===== src/rtl/shift_operand_stage.sv =====
// Two-entry issue FIFO in front of the left shifter; precomputes effective shift amount and kill.
// Define SHIFT_AMT_SAT_EN to saturate amt at 31 (and force kill) when the unwrapped sum overflows.
module shift_operand_stage #(
   parameter int DW    = 32,
   parameter int TW    = 4,
   parameter int DEPTH = 2
) (
   input  logic          clk,
   input  logic          rst_n,
   input  logic          flush,
   input  logic          in_valid,
   output logic          in_ready,
   input  logic [DW-1:0] in_value1,
   input  logic [DW-1:0] in_value2,
   input  logic [3:0]    in_shift_hex,
   input  logic [TW-1:0] in_dest,
   output logic          out_valid,
   input  logic          out_ready,
   output logic [DW-1:0] value1,
   output logic [DW-1:0] value2,
   output logic [3:0]    shift_hex,
   output logic          EN,
   output logic [TW-1:0] out_dest,
   output logic [4:0]    out_amt,
   output logic          out_kill
);

   typedef struct packed {
      logic [DW-1:0] value1;
      logic [DW-1:0] value2;
      logic [3:0]    shift_hex;
      logic [TW-1:0] dest;
      logic [4:0]    amt;
      logic          kill;
   } entry_t;

`ifdef SHIFT_AMT_SAT_EN
   localparam int SW = 6;
`else
   localparam int SW = 5;
`endif
   localparam logic [1:0] FULL = 2'(DEPTH);

   entry_t        mem_q [2];
   entry_t        mem_d [2];
   entry_t        head_q, head_d;
   entry_t        in_entry;
   logic [1:0]    count_q, count_d;
   logic          rd_ptr_q, rd_ptr_d;
   logic          wr_ptr_q, wr_ptr_d;
   logic [SW-1:0] amt_sum;
   logic          push, pop;

   always_comb begin
      in_entry           = '0;
      in_entry.value1    = in_value1;
      in_entry.value2    = in_value2;
      in_entry.shift_hex = in_shift_hex;
      in_entry.dest      = in_dest;
      // A zero register amount selects the immediate-only form hex+1.
      if (in_value2[4:0] == 5'd0)
         amt_sum = SW'(in_shift_hex) + SW'(1);
      else
         amt_sum = SW'(in_value2[4:0]) + SW'(in_shift_hex);
      in_entry.amt  = amt_sum[4:0];
      in_entry.kill = |in_value2[DW-1:5];
`ifdef SHIFT_AMT_SAT_EN
      if (amt_sum > SW'(31)) begin
         in_entry.amt  = 5'd31;
         in_entry.kill = 1'b1;
      end
`endif
   end

   assign in_ready  = (count_q < FULL);
   assign out_valid = (count_q != 2'd0);
   assign EN        = out_valid;
   assign push      = in_valid & in_ready & ~flush;
   assign pop       = out_valid & out_ready & ~flush;

   always_comb begin
      mem_d[0] = mem_q[0];
      mem_d[1] = mem_q[1];
      count_d  = count_q;
      rd_ptr_d = rd_ptr_q;
      wr_ptr_d = wr_ptr_q;
      if (flush) begin
         count_d  = 2'd0;
         rd_ptr_d = 1'b0;
         wr_ptr_d = 1'b0;
      end else begin
         if (push) begin
            mem_d[wr_ptr_q] = in_entry;
            wr_ptr_d        = ~wr_ptr_q;
         end
         if (pop)
            rd_ptr_d = ~rd_ptr_q;
         case ({push, pop})
            2'b10:   count_d = count_q + 2'd1;
            2'b01:   count_d = count_q - 2'd1;
            default: count_d = count_q;
         endcase
      end
      // Head register only follows the FIFO while it is non-empty, so an empty stage holds the last op.
      head_d = (count_d != 2'd0) ? mem_d[rd_ptr_d] : head_q;
   end

   always_ff @(posedge clk or negedge rst_n) begin
      if (!rst_n) begin
         mem_q[0] <= '0;
         mem_q[1] <= '0;
         head_q   <= '0;
         count_q  <= 2'd0;
         rd_ptr_q <= 1'b0;
         wr_ptr_q <= 1'b0;
      end else begin
         mem_q[0] <= mem_d[0];
         mem_q[1] <= mem_d[1];
         head_q   <= head_d;
         count_q  <= count_d;
         rd_ptr_q <= rd_ptr_d;
         wr_ptr_q <= wr_ptr_d;
      end
   end

   assign value1    = head_q.value1;
   assign value2    = head_q.value2;
   assign shift_hex = head_q.shift_hex;
   assign out_dest  = head_q.dest;
   assign out_amt   = head_q.amt;
   assign out_kill  = head_q.kill;

endmodule

===== config.mk =====
export PLATFORM = sky130hd
export DESIGN_NAME = shift_operand_stage
export DESIGN_NICKNAME = d
export VERILOG_FILES = /design/src/rtl/shift_operand_stage.sv
export SDC_FILE = /design/constraint.sdc
export NUM_CORES = 1
export LEC_CHECK = 0
export ABC_AREA = 1
export CAP_MARGIN = 20
export CORE_UTILIZATION = 48
export CTS_CLUSTER_DIAMETER = 50
export DETAILED_ROUTE_END_ITERATION = 10
export GPL_TIMING_DRIVEN = 1
export PLACE_DENSITY_LB_ADDON = 0.08
export SETUP_SLACK_MARGIN = 0.5
export SLEW_MARGIN = 20
export SYNTH_ARGS = -nofsm -noshare
export SYNTH_HDL_FRONTEND = slang
export SYNTH_SLANG_ARGS = --single-unit

===== constraint.sdc =====
create_clock -name clk -period 2.3 [get_ports clk]
set_input_delay 0.23 -clock clk [delete_from_list [all_inputs] [get_ports clk]]
set_output_delay 0.23 -clock clk [all_outputs]
set_load 0.02 [all_outputs]

Yosys cells after proc, flatten, opt, wreduce, memory -nomap -nowiden
Cells that the tools add are included.
Widths: inputs -> output; s select.

cells by class
  $add $sub $neg = 4
  $lt $le $gt $ge = 4
  equal/unequal tests = 2
  multiplexer cells = 15
  bitwise gates (word level) = 9
  reduce and logical (&&, ||, !) cells = 6

operators with widths
  cell                 number
  $mux 156             2
  $mux 78              4
  $bwmux 156           1
  $demux 78 s1         1
  $reduce_or 27->1     1
  $reduce_bool 2->1    3
  $add 4x1->5 const B  1
  $add 5x4->5          1
  $logic_not 5->1      1
  $mux 5               1
  $and 1x1->1          4
  $ge 2x2->1 const B   2
  $mux 1               4
  $not 1->2            2
  $pmux 2 s2           1
  $not 1->1            3
  $add 2x1->2 const B  1
  $eq 2x1->1 const B   1
  $eq 2x2->1 const B   1
  $lt 2x1->1 const B   1
  $lt 2x2->1 const B   1
  $mux 2               1
  $sub 2x1->2 const B  1
  $logic_and 1x1->1    1

word-level totals
  bits in registers = 238
  output and inout bits = 81
  word-level logic and storage cells = 61

Logic depth before layout (Yosys ltp)
Gate-level depths: netlist (run 1).

  word-level depth = 11
  depth in mapped cells = 15
  gate-level depth less buffers = 14

Worst setup path after synthesis (run 1)
OpenSTA, ideal clock, no wires.

  path type = reg2reg
  start point = register count_q[1]
  end point = register head_q (netlist bit out_dest[0])
  arrival time = 2.004 ns
  data required time = 2.173 ns
  path slack = 0.169 ns
  stages on the path, launching flop included = 14
  path buffers = 2
  path through = dfrtp_1 inv_2 nand2_2 nand2_1 nor2_1 ha_1 nor2_1 nand2_1 nand2_1 nand3_1 nand2_2 buf_2 buf_2 a31oi_1

RTL lines
  what                                        RTL line  RTL
  start: declaration                          48        logic [1:0] count_q, count_d;
  start signal: assignment                    120       count_q <= count_d;
  $lt 2x2->1 *                                75        assign in_ready = (count_q < FULL);
  net in_ready                                12        output logic in_ready,
  $and 1x1->1 * (2 in a row)                  78        assign push = in_valid & in_ready & ~flush;
  $mux 156                                    92        if (push) begin
  $mux 156                                    87        if (flush) begin
  $mux 78 (not written as such) (3 in a row)  105       head_d = (count_d != 2'd0) ? mem_d[rd_ptr_d] : head_q;
  end signal: assignment                      112       head_q <= '0;
  end signal: assignment                      119       head_q <= head_d;
  end: declaration                            46        entry_t head_q, head_d;

Mark *: on every way through the listed nets, which the timed path passes. The rest lies on a longest branch. The select of a mux whose other input is x is not followed.
A chain may end at the register's enable or synchronous reset.

Worst setup path after layout (run 1)
  start point = register count_q[0]
  end point = register head_q (netlist bit value2[9])

RTL lines
  what                                                    RTL line  RTL
  $lt 2x2->1 / $reduce_bool 2->1 (equally long branches)  75, 76
  $and 1x1->1, on equally long branches (2 in a row)      78, 79
  $eq 2x1->1 / $eq 2x2->1 (equally long branches)         98        case ({push, pop})
  $pmux 2 s2 *                                            98
  $mux 2 *                                                87
  net count_d[0]                                          48
  $reduce_bool 2->1 *                                     105

Marked as above.

==> results of run 1 <==
[state kept, by name, summed over array words and instances, names as in the netlist]
name,cells
rd_ptr_q,1
shift_hex,4
count_q,2
wr_ptr_q,1
value2,32
mem_q,156
out_amt,5
out_kill,1
out_dest,4
value1,32
[worst max-delay path, cell delays in order (launching register included)]
cell and delay [ns]:
dfrtp_1 0.42, inv_2 0.07, nand2_4 0.07, nand2_4 0.06
nor2_4 0.11, ha_4 0.23, inv_2 0.04, nor2_1 0.04
nor3_2 0.21, inv_1 0.09, nand2_4 0.10, buf_12 0.15
buf_12 0.14, buf_4 0.12, nor2_1 0.03, a31oi_1 0.13
[area by class of cell]
type                    count  area (um^2)
fillers                  1603         6460
repair buffers            222         2610
flip-flops and latches    238         5960
clock buffers              38          810
well taps                 270          338
inverters                  89          344
clock inverters            13          153
multi-input cells         699         3560
[cell families (layout without fill, tap and decap cells)]
kind of cell | count (synthesis) | after routing | synth area share
fa+ha+maj | 6 | 6 | 0.00835
simple gates | 462 | 462 | 0.183
compound gates | 230 | 230 | 0.128
buf+inv | 157 | 362 | 0.0773
flops | 238 | 238 | 0.602
xor+xnor | 1 | 1 | 0.000886
[routing by layer]
metal,global-route usage,vias up
met5,0,-
met4,0.0479,0
met3,0.0348,33
met2,0.382,212
met1,0.327,3840
li1,-,3910
[worst min-delay path by stage]
stage	from	end	cells after the start
3_3_place_gp	rst_n	mem_q[131]$_DFF_PN0_	1
5_1_grt	in_value2[2]	mem_q[94]$_DFF_PN0_	4
6_report	in_value2[2]	mem_q[94]$_DFF_PN0_	4
3_5_place_dp	rst_n	value1[7]$_DFFE_PN0P_	1
2_1_floorplan	rst_n	count_q[0]$_DFF_PN0_	0
4_1_cts	rst_n	value1[7]$_DFFE_PN0P_	2
[cells in the final DEF, fill, tap and decap left out, types with 14 or more instances in the layout]
cell	n
nand2_1	345
dfrtp_1	238
clkdlybuf4s50_1	145
o21ai_0	115
inv_1	80
nor2_1	79
a31oi_1	55
clkbuf_16	35
o21ai_1	33
buf_4	27
buf_12	20
a31oi_4	18
nand3_1	14
[cell usage after synthesis (2+ instances only)]
| cell type | instances |
|---|---|
| nand2_1 | 348 |
| clkbuf_2 | 6 |
| dfrtp_1 | 238 |
| o21ai_1 | 33 |
| nand2_2 | 2 |
| nor2_1 | 91 |
| inv_1 | 82 |
| o21ai_2 | 3 |
| buf_2 | 26 |
| a31oi_1 | 75 |
| inv_2 | 7 |
| buf_6 | 16 |
| ha_1 | 5 |
| clkbuf_1 | 14 |
| o21ai_0 | 116 |
| buf_4 | 4 |
| buf_1 | 2 |
| nand3_1 | 15 |
[repair_timing]
action,in CTS,in global routing
hold buffers,1,0
setup endpoints to repair,86,84
hold endpoints to repair,59,0
cloned,8,6
setup buffers,12,2
pin swaps,7,10
resized for setup,30,55
[power by group through the flow]
| stage | registers, mW | clock network [mW] | logic, mW |
|---|---|---|---|
| 5_1_grt | 6.30 | 4.72 | 5.78 |
| 2_1_floorplan | 6.86 | 0 | 1.85 |
| 3_3_place_gp | 6.16 | 0 | 4.56 |
| 3_5_place_dp | 6.19 | 0 | 4.61 |
| 4_1_cts | 6.12 | 4.56 | 4.91 |
| 6_report | 6.14 | 4.47 | 5.31 |
==> results.cfg, run 1 <==
[run_status]
status = finished, final reports clean

[drt]
dr_wl_met3_um = 1060
drt_pre_antenna_iters = 5
top_layer = met4
drt_iter0_markers = 383
met2_wirelength_um = 11800
routedLengthMet1_um = 11300
vias = 7995
antenna_left = 0
route.detailed.drc = 0
routedWlPerCell_um = 15.7
wl_um = 24600
viasPerCell = 5.10

[logic_synthesis]
synthTopCellsByArea = dfrtp_1, nand2_1, o21ai_0, a31oi_1, nor2_1
synthCells = 1094
async_flop_share = 1.00
ys_seq_area_frac = 0.602
ys_types = 29
syn_area_um2 = 9890
synth.top_cell.area_share = 0.602
synth_top_cell_by_area = dfrtp_1
ys_dominant_reg_cell = dfrtp_1
synth-seq-cells = 238
avgSynthCellArea_um2 = 9.04
synth.net_count = 1177
synth_edf_count = 0
ys_warn_count = 0

[power]
combPwrFrac = 0.334
ir_worst_vdd_v = 0.000967
p_clk_frac = 0.281
swShare = 0.325
finalPower_mw = 15.9
seqPwrFrac = 0.385
p_sw_mw = 5.18
p_leak_nw = 6.39
p_per_area_nw_per_um2 = 1160
intPower_mw = 10.7

[timing]
report.final.slew_viol_count = 0
setup_viol_count_final = 0
finalCriticalPeriod_ns = 2.12
rsz0062_at_grt = yes
finalWorstSetupSlack_ns = 0.177
fin_skew_ns = 0.0177
final.setup.tns_ns = 0
tightest_slew_ns = 0.561
hold_ws_ns = 0.231
finalHoldViolations = 0
maxClockFrequency_mhz = 471
min_period_over_period = 0.923
slew_headroom = 0.626

[cts]
h-tree-depth = 1
cts_made_buffers = 28
clk_pin_slew_worst_paths_ns = 0.06
clkLatencyLatePin_ns = 0.53
clock_path_buffers = 3
cts.root.buffer_cell = clkbuf_16
clock-sinks = 238
cts_tree = built

[critical_path]
worstReg2RegEnd = value2[9]$_DFFE_PN0P_
r2r_start = count_q[0]$_DFF_PN0_
critPathLaunchType = flip-flop
arrival_ns = 2.56
crit_type = flip-flop to flip-flop
r2r_slack_ns = 0.18
crit_end = value2[9]$_DFFE_PN0P_
cp_max_fo = 8
reg2reg_depth = 15
end_kind = flip-flop
worstPathRequired_ns = 2.74
crit_start = count_q[0]$_DFF_PN0_

[min_path]
hp-class = primary input to flip-flop

[placement]
dpl-instance-area_um2 = 11900
place_inst = 1489
portBuffers = 157
hpwl_um = 13600
pre_cts_ws_ns = -0.258
place_congestion = 0.760

[floorplanning]
dieWidth_um = 146
initial_core_util = 0.489
rows = 52
core_area_um2 = 20200
dieHeight_um = 146
die-area_um2 = 21200
io_pins = 158

[grt]
grt_pass1_vias = 7802
grt_antenna_before_repair = 0
grt_pass1_wl_um = 39900
gr-total-overflow = 0
grt_util_all_layers = 0.231
grt_max_degree = 81

[final_layout]
fin_nets = 1361
drive_gt1_frac = 0.132
post-route-util = 0.680
final_area_um2 = 13800
layout-area-overhead-vs-synth_pct = 39.3
num_antenna_cells = 0
instances_no_fill = 1569

[run]
maxCapViolCount = 0
Note: power is estimated with default switching activity, not from simulation.
==> run 2: changes to the inputs <==
PLACE_DENSITY = 0.82   (was default)
PLACE_DENSITY_LB_ADDON = default   (was 0.08)
==> run 2 against run 1 <==
  * Flip-flop and latch count unchanged
  * Worst hold slack gained 0.023 ns
  * Global-route usage rose by 3.2 points
  * Highest routed layer unchanged
  * Clock skew shrank 0.0047 ns
  * Sequential power up 2%
  * Non-clock buffer count rose by 12
  * First-iteration DRC count increased by 67%
==> results.cfg, run 2 (same netlist as run 1, synthesis figures left out) <==
[floorplanning]
dieWidth_um = 146
rows = 52
core_area_um2 = 20200
dieHeight_um = 146
die-area_um2 = 21200
initial_core_util = 0.489
io_pins = 158

[timing]
slew_headroom = 0.618
hold_ws_ns = 0.254
maxClockFrequency_mhz = 448
report.final.slew_viol_count = 0
finalCriticalPeriod_ns = 2.23
final.setup.tns_ns = 0
rsz0062_at_grt = yes
setup_viol_count_final = 0
min_period_over_period = 0.970
fin_skew_ns = 0.0130
finalWorstSetupSlack_ns = 0.0686
finalHoldViolations = 0
tightest_slew_ns = 0.573

[drt]
drt_iter0_markers = 640
routedWlPerCell_um = 18.5
drt_pre_antenna_iters = 6
viasPerCell = 5.45
antenna_left = 0
wl_um = 29200
vias = 8612
route.detailed.drc = 0

[grt]
top_usage_layer = met2
gr-total-overflow = 0
grt_pass1_vias = 8891
grt_pass1_wl_um = 44700
grt_antenna_before_repair = 0
use_met2 = 0.447
use_met3 = 0.0448
grt_util_all_layers = 0.263
grt.met1_usage = 0.335
grt_max_degree = 96

[cts]
clock-sinks = 238
clk_pin_slew_worst_paths_ns = 0.06
cts_made_buffers = 28
clock_path_buffers = 3
cts_tree = built
cts.root.buffer_cell = clkbuf_16
clkLatencyLatePin_ns = 0.52
h-tree-depth = 1

[power]
ir_worst_vdd_v = 0.000837
finalPower_mw = 16.9
p_per_area_nw_per_um2 = 1160
p_leak_nw = 6.62

[critical_path]
r2r_slack_ns = 0.07
end_kind = flip-flop
worstPathRequired_ns = 2.74
arrival_ns = 2.67
crit_type = flip-flop to flip-flop
critPathLaunchType = flip-flop
cp_max_fo = 6

[placement]
place_congestion = 0.759
dpl-instance-area_um2 = 11800
portBuffers = 157
pre_cts_ws_ns = -0.348
hpwl_um = 14300

[final_layout]
fin_nets = 1374
drive_gt1_frac = 0.188
largest_reg_flops = 156
layout-area-overhead-vs-synth_pct = 46.8
most-common-layout-cells = nand2_1, dfrtp_1, clkdlybuf4s50_1
final_area_um2 = 14500
num_antenna_cells = 0
top_register = mem_q
fillers = 1366
final_common_cell = nand2_1

[min_path]
hp-class = primary input to flip-flop

[run_status]
status = finished, final reports clean

[run]
maxCapViolCount = 0
run 2: cell count changes in the layout (fill, tap and decap cells not counted), moves of 13 or more:
cell / change
nor2_1: -42
nor2_2: +26
nor2_4: +16
a31oi_4: +15
a31oi_1: -13
run 2: power by group:
group	leakage (nW)	internal (mW)	total (mW)	switching [mW]
sequential	2.90	5.55	6.29	0.741
combinational	3.27	2.87	6.14	3.27
clock	0.455	2.67	4.44	1.77
run 2: repair_timing:
item	CTS	global route
gates resized for setup	92	113
cloned	18	3
endpoints found under the hold margin	64	0
hold buffers	1	0
buffers inserted	23	4
setup endpoints to repair	86	97
pin swaps	19	19
run 2: path summary, 6_finish.rpt:
check,startpoint,to,depth (start not counted)
min in group asynchronous,rst_n,mem_q[133]$_DFF_PN0_,2
max in group asynchronous,rst_n,out_amt[2]$_DFFE_PN0P_,3
max reg2reg,count_q[1]$_DFF_PN0_,value2[19]$_DFFE_PN0P_,15
min reg2reg,mem_q[0]$_DFF_PN0_,mem_q[0]$_DFF_PN0_,2
max,count_q[1]$_DFF_PN0_,value2[19]$_DFFE_PN0P_,15
min,in_value2[3],mem_q[17]$_DFF_PN0_,4
run 2: layout make-up:
type | instances | area, um^2 | area share
Tap cell | 270 | 338 | 0.0233
Multi-Input combinational cell | 700 | 4030 | 0.278
Timing Repair Buffer | 234 | 2910 | 0.200
Clock buffer | 38 | 800 | 0.0551
Inverter | 89 | 349 | 0.0240
Clock inverter | 12 | 136 | 0.00940
Sequential cell | 238 | 5960 | 0.410
run 2: stage by stage:
stage                     utilization  cells
after floorplan                     -   1094
after global placement          0.583   1482
after detailed placement        0.583   1482
after CTS                       0.682   1574
after global routing            0.717   1581
final                           0.717   1581
run 2: routing by layer:
layer,wire (um),vias up
li1,-,3927
met1,11700,4232
met2,14600,363
met3,1810,90
met4,1130,0
met5,0,-
run 2: worst max-delay path: stages (launching register included):
cell and delay, ns:
dfrtp_1 0.40, inv_4 0.07, nand2_4 0.07, nand2_4 0.06, nor2_4 0.14, ha_4 0.25, nor2_4 0.13, nand2_1 0.08
nand2_2 0.09, nand3_4 0.12, buf_6 0.15, nand2_8 0.12, buf_12 0.14, clkbuf_16 0.14, nor2_2 0.04, a31oi_1 0.15
